### config.mk
export PLATFORM = sky130hd
export DESIGN_NAME = vrased_rst_seq_flat
export DESIGN_NICKNAME = d
export VERILOG_FILES = /design/src/rtl/vrased_rst_seq_if.sv /design/src/rtl/vrased_rst_seq.sv /design/src/flat_wrapper.sv
export SDC_FILE = /design/constraint.sdc
export NUM_CORES = 1
export LEC_CHECK = 0
export ABC_AREA = 1
export ABC_CLOCK_PERIOD_IN_PS = 3550
export BUFFER_PORTS_ARGS = -buffer_cell sky130_fd_sc_hd__buf_2
export CORE_UTILIZATION = 45
export DETAILED_ROUTE_END_ITERATION = 16
export HOLD_SLACK_MARGIN = 0.1
export PLACE_DENSITY = 0.81
export SYNTH_ARGS = -nofsm -noshare
export SYNTH_HDL_FRONTEND = slang
export SYNTH_SLANG_ARGS = --single-unit
### constraint.sdc
create_clock -name clk -period 3.55 [get_ports clk]
set_clock_uncertainty 0.05 [all_clocks]
set_input_delay 0.1775 -clock clk [delete_from_list [all_inputs] [get_ports clk]]
set_output_delay 0.1775 -clock clk [all_outputs]
set_load 0.01 [all_outputs]
### src/rtl/vrased_rst_seq_if.sv
// Violation-reset sequencer bus: monitor-bank strobes and PC in, CPU reset and post-mortem log out.
interface vrased_rst_seq_if #(
    parameter int unsigned NUM_SRC = 6,
    parameter int unsigned CNT_W   = 8
);
    logic [NUM_SRC-1:0] viol;
    logic [15:0]        pc;
    logic               cause_clr;
    logic               puc_rst;
    logic               busy;
    logic [NUM_SRC-1:0] cause;
    logic [CNT_W-1:0]   viol_cnt;
    logic               fetch_fail;

    modport master (
        output viol, pc, cause_clr,
        input  puc_rst, busy, cause, viol_cnt, fetch_fail
    );

    modport slave (
        input  viol, pc, cause_clr,
        output puc_rst, busy, cause, viol_cnt, fetch_fail
    );
endinterface

### src/rtl/vrased_rst_seq.sv
// Turns monitor violation strobes into a fixed-width CPU reset, confirms restart at RESET_HANDLER.
// Optional post-mortem log (cause, viol_cnt, fetch_fail) enabled by VRASED_RST_CAUSE_LOG_EN.
module vrased_rst_seq #(
    parameter int unsigned NUM_SRC       = 6,
    parameter int unsigned HOLD_CYCLES   = 16,
    parameter logic [15:0] RESET_HANDLER = 16'h0000,
    parameter int unsigned FETCH_TIMEOUT = 64,
    parameter int unsigned CNT_W         = 8
) (
    input  logic             clk,
    input  logic             reset,
    vrased_rst_seq_if.slave  bus
);

    localparam int unsigned HOLD_W  = (HOLD_CYCLES > 2)   ? $clog2(HOLD_CYCLES)   : 1;
    localparam int unsigned FETCH_W = (FETCH_TIMEOUT > 2) ? $clog2(FETCH_TIMEOUT) : 1;

    typedef enum logic [1:0] {
        ST_IDLE       = 2'd0,
        ST_HOLD       = 2'd1,
        ST_WAIT_FETCH = 2'd2
    } state_e;

    state_e               state_q;
    logic                 puc_rst_q;
    logic [HOLD_W-1:0]    hold_ctr_q;
    logic [FETCH_W-1:0]   fetch_ctr_q;

    logic viol_any;
    logic pc_hit;

    assign viol_any = |bus.viol;
    assign pc_hit   = (bus.pc == RESET_HANDLER);

    // Sequencer: hold_ctr counts down HOLD_CYCLES-1..0, so puc_rst spans exactly HOLD_CYCLES cycles.
    always_ff @(posedge clk or posedge reset) begin
        if (reset) begin
            state_q     <= ST_IDLE;
            puc_rst_q   <= 1'b0;
            hold_ctr_q  <= '0;
            fetch_ctr_q <= '0;
        end else begin
            case (state_q)
                ST_IDLE: begin
                    if (viol_any) begin
                        state_q    <= ST_HOLD;
                        puc_rst_q  <= 1'b1;
                        hold_ctr_q <= HOLD_W'(HOLD_CYCLES - 1);
                    end
                end
                ST_HOLD: begin
                    if (hold_ctr_q == '0) begin
                        state_q     <= ST_WAIT_FETCH;
                        puc_rst_q   <= 1'b0;
                        fetch_ctr_q <= FETCH_W'(FETCH_TIMEOUT - 1);
                    end else begin
                        hold_ctr_q <= hold_ctr_q - HOLD_W'(1);
                    end
                end
                ST_WAIT_FETCH: begin
                    // A fresh violation beats a PC match; a timeout retries the reset.
                    if (viol_any) begin
                        state_q    <= ST_HOLD;
                        puc_rst_q  <= 1'b1;
                        hold_ctr_q <= HOLD_W'(HOLD_CYCLES - 1);
                    end else if (pc_hit) begin
                        state_q <= ST_IDLE;
                    end else if (fetch_ctr_q == '0) begin
                        state_q    <= ST_HOLD;
                        puc_rst_q  <= 1'b1;
                        hold_ctr_q <= HOLD_W'(HOLD_CYCLES - 1);
                    end else begin
                        fetch_ctr_q <= fetch_ctr_q - FETCH_W'(1);
                    end
                end
                default: begin
                    state_q   <= ST_IDLE;
                    puc_rst_q <= 1'b0;
                end
            endcase
        end
    end

    assign bus.puc_rst = puc_rst_q;
    assign bus.busy    = (state_q != ST_IDLE);

`ifdef VRASED_RST_CAUSE_LOG_EN
    logic [NUM_SRC-1:0] cause_q;
    logic [CNT_W-1:0]   viol_cnt_q;
    logic               fetch_fail_q;

    logic episode_c;
    logic timeout_c;
    logic clr_c;

    assign episode_c = viol_any && (state_q != ST_HOLD);
    assign timeout_c = (state_q == ST_WAIT_FETCH) && !viol_any && !pc_hit && (fetch_ctr_q == '0);
    assign clr_c     = (state_q == ST_IDLE) && bus.cause_clr;

    // Post-mortem log; a clear in IDLE still captures any violation arriving in the same cycle.
    always_ff @(posedge clk or posedge reset) begin
        if (reset) begin
            cause_q      <= '0;
            viol_cnt_q   <= '0;
            fetch_fail_q <= 1'b0;
        end else begin
            cause_q <= clr_c ? bus.viol : (cause_q | bus.viol);
            if (clr_c) begin
                fetch_fail_q <= 1'b0;
            end else if (timeout_c) begin
                fetch_fail_q <= 1'b1;
            end
            if (episode_c && (viol_cnt_q != {CNT_W{1'b1}})) begin
                viol_cnt_q <= viol_cnt_q + CNT_W'(1);
            end
        end
    end

    assign bus.cause      = cause_q;
    assign bus.viol_cnt   = viol_cnt_q;
    assign bus.fetch_fail = fetch_fail_q;
`else
    logic unused_cause_clr;
    assign unused_cause_clr = bus.cause_clr;

    assign bus.cause      = '0;
    assign bus.viol_cnt   = '0;
    assign bus.fetch_fail = 1'b0;
`endif

endmodule

### src/flat_wrapper.sv
// flat-port wrapper written by rule: the top's interface ports become plain ports
module vrased_rst_seq_flat 
#(
    parameter int unsigned NUM_SRC       = 6,
    parameter int unsigned HOLD_CYCLES   = 16,
    parameter logic [15:0] RESET_HANDLER = 16'h0000,
    parameter int unsigned FETCH_TIMEOUT = 64,
    parameter int unsigned CNT_W         = 8
)
  (clk, reset, bus_viol, bus_pc, bus_cause_clr, bus_puc_rst, bus_busy, bus_cause, bus_viol_cnt, bus_fetch_fail);
  vrased_rst_seq_if #(.NUM_SRC(NUM_SRC), .CNT_W(CNT_W)) bus_i ();
  input  logic clk;
  input  logic reset;
  input wire logic [$bits(bus_i.viol)-1:0] bus_viol;
  input wire logic [$bits(bus_i.pc)-1:0] bus_pc;
  input wire logic [$bits(bus_i.cause_clr)-1:0] bus_cause_clr;
  output wire logic [$bits(bus_i.puc_rst)-1:0] bus_puc_rst;
  output wire logic [$bits(bus_i.busy)-1:0] bus_busy;
  output wire logic [$bits(bus_i.cause)-1:0] bus_cause;
  output wire logic [$bits(bus_i.viol_cnt)-1:0] bus_viol_cnt;
  output wire logic [$bits(bus_i.fetch_fail)-1:0] bus_fetch_fail;
  assign bus_i.viol = bus_viol;
  assign bus_i.pc = bus_pc;
  assign bus_i.cause_clr = bus_cause_clr;
  assign bus_puc_rst = bus_i.puc_rst;
  assign bus_busy = bus_i.busy;
  assign bus_cause = bus_i.cause;
  assign bus_viol_cnt = bus_i.viol_cnt;
  assign bus_fetch_fail = bus_i.fetch_fail;
  vrased_rst_seq #(.NUM_SRC(NUM_SRC), .HOLD_CYCLES(HOLD_CYCLES), .RESET_HANDLER(RESET_HANDLER), .FETCH_TIMEOUT(FETCH_TIMEOUT), .CNT_W(CNT_W)) u_core (.clk(clk), .reset(reset), .bus(bus_i));
endmodule
==> impl_results.md <==
- Synth unique cells: 26
- CP Launch Type: flip-flop
- Final net count: 201
- Tot GR Track Use: 0.187
- PD cells: 675 nW/um^2
- TritonCTS clock tree: yes
- Pleak: 0.633 nW
- First-pass GRT wire length: 3460 um
- Minimum clock period: 1520 ps
- Fin cells: 199
- Grt peak-use layer: met2
- Fin. Hold Viols: 0
- Synth Cell Area: 1020 sq um
- Vias per cell: 4.72
- CP max-delay cell: dfrtp_1
- Ant diodes: 0
- DRT iter0 DRCs: 20
- Worst-path clk slew: 80 ps
- Most frequent cells after synthesis: nand2_1, nand3_1, buf_4
- Syn_area_per_cell: 7.13 sq um
- Gp weighted congestion: 0.744
- Arr. time, crit path: 1660 ps
- Synth top area share: 0.319
- Max-Cap Viols: 0
- H-Tree Depth: 1
- CP endpoint kind: flip-flop
- IO Count: 42
- Width of the die: 49.6 um
- Crit path top cell by count: nand2_1
- CP max FO: 4
- IO Port Bufs: 25
- Max VDD drop: 0.477 mV
- CTS Hold Bufs: 1
- Register area: 325 sq um
- Status: complete, no violations
- Root Buffer: clkbuf_4
- Initial antenna violation count: 0
- Vias in the first global route: 892
- YS warnings: 0
- CP required: 3690 ps
- Slew headroom: 0.642
- TritonCTS buffer count: 3
- Setup violations, final: 0
- Register area share after synthesis: 0.319
- WP buf/inv: 1
- Total grt overflow: 0
- Async S/R FF share, synth: 1.00
- Fmax: 0.658 GHz
- Number of synthesized flops with an enable pin: 0
- Placed cell count: 194
- Initial core utilization: 0.499
- Max incr delay on CP: 420 ps
- FF+latch count, synth: 13
- Crit path kind: flip-flop to flip-flop
- Cell family with most CP delay: flip-flops
- Cell Chain, Critical Path: inv_1 > ha_1 > nand2_1 > o21ai_1 > o21a_1 > nand2_1 > nand2_1 > nand2_1
- Vias after detailed routing: 939
- Final antenna-violating net count: 0
- Post-route DRC: 0
- Wirelength, routed: 2020 um
- WL/cell: 10.2 um
- Area Overhead vs Synth: 13.3%
- Grt met1 use: 0.193
- Fill cell total of the finished layout: 190
- Die Span Y: 49.6 um
- Hold WS: 321 ps
- DPL Wire Length: 1520 um
- Pre-antenna DRT Iters: 4
- GR Util met3: 0.0309
- Hold Path Class: primary input to flip-flop
- Synth area leader: dfrtp_1
- Slew @ Worst Pin: 536 ps
- Final Cycle Share: 0.428
- Die footprint: 2460 sq um
- Clock tree buffer depth: 2
- Post_cts resized: 0
- Most frequent cell after synthesis: nand2_1
- Final max-slew violation count: 0
- GR Util met2: 0.345
- Core box area: 2040 sq um
- Setup repair bufs after CTS: 0
- CTS sink count: 13
- RSZ-0062 raised after global routing: false
- Synth area leaders: dfrtp_1, nand2_1, buf_4
- Post-synth top flop: dfrtp_1
- Synth Instances: 143
- Clock latency on the worst-skew pair: 290 ps
- Area of the multi-input gates: 577 sq um
- Share of layout cells above drive strength 1: 0.244
- FP Rows: 16
- Pwr Total: 0.779 mW
- Setup TNS: 0 ps
- Largest net degree at the start of global routing: 14
## kinds of logic (layout without fill, tap and decap cells)
family                   count (synthesis)  in the layout  share of synthesized area
other                                    1             15                    0.00368
AND/OR/NAND/NOR                         90             90                      0.437
flip-flops                              13             13                      0.319
adder cells (fa/ha/maj)                  3              3                     0.0368
AO/OA/AOI/OAI                            6              6                     0.0368
buffers and inverters                   30             45                      0.167
## placed cells by master, fill, tap and decap left out
master and instances:
clkbuf_1 1, nand3_2 1, nor3_1 1, inv_2 1, inv_1 13, o21a_1 1, nand4_1 1, nor2_4 1
dlygate4sd3_1 1, nor2_2 3, nand4_4 1, ha_1 3, nand3_1 18, clkbuf_4 3, nand3b_1 1, or2_2 1
nor2_1 14, nand2_4 2, o31ai_1 1, o21ai_0 2, dfrtp_1 13, clkinv_2 1, nand2_2 2, o21ai_1 1
conb_1 15, nand2_1 43, buf_2 25, a21boi_0 1, nand3b_4 1
## metal layers
metal	up-vias	wire (um)
met5	-	0
met4	0	46
met3	5	125
met2	37	1000
met1	416	846
li1	481	-
## path summary, 6_finish.rpt
kind | from | endpoint | slack (ps) | cells past startpoint
max | u_core.hold_ctr_q[0] | u_core.bus.puc_rst | 2030 | 8
min | bus_viol[0] | u_core.bus.puc_rst | 320 | 6
max reg2reg | u_core.hold_ctr_q[0] | u_core.bus.puc_rst | 2030 | 8
min reg2reg | u_core.bus.puc_rst | u_core.bus.puc_rst | 440 | 2
max in group asynchronous | reset | u_core.hold_ctr_q[2] | 2680 | 3
min in group asynchronous | reset | u_core.fetch_ctr_q[1] | 410 | 3
## sequential cells by signal, summed over array words and instances, names as in the netlist
register,flops
u_core.fetch_ctr_q,6
u_core.hold_ctr_q,4
u_core.state_q,2
u_core.bus.puc_rst,1
## per-stage QoR
stage               worst slack [ps]  instance area (sq um)   util
floorplan                       2180                   1070      -
global placement                2120                   1120  0.548
finish                          2030                   1150  0.566
detailed placement              2040                   1120  0.548
CTS                             2030                   1150  0.566
global route                    1900                   1150  0.566
## worst register-to-register path, stage by stage, from the launching register on
cell and delay, ps:
dfrtp_1 420, inv_1 90, ha_1 230, nand2_1 90
o21ai_1 190, o21a_1 170, nand2_1 60, nand2_1 70
nand2_1 50
## area by class of cell
cell class | instances | share of cell area
multi-input combinational | 114 | 0.499
sequential | 13 | 0.282
timing repair buffer | 26 | 0.117
inverter | 15 | 0.0498
tap | 27 | 0.0293
clock buffer | 4 | 0.0228
## where the power goes
| group | total [mW] | internal, mW | switching (mW) | leakage (nW) |
|---|---|---|---|---|
| sequential | 0.289 | 0.220 | 0.0687 | 0.155 |
| combinational | 0.392 | 0.153 | 0.239 | 0.463 |
| clock | 0.0984 | 0.0438 | 0.0546 | 0.0150 |
Power figures use the tool's default switching activity.
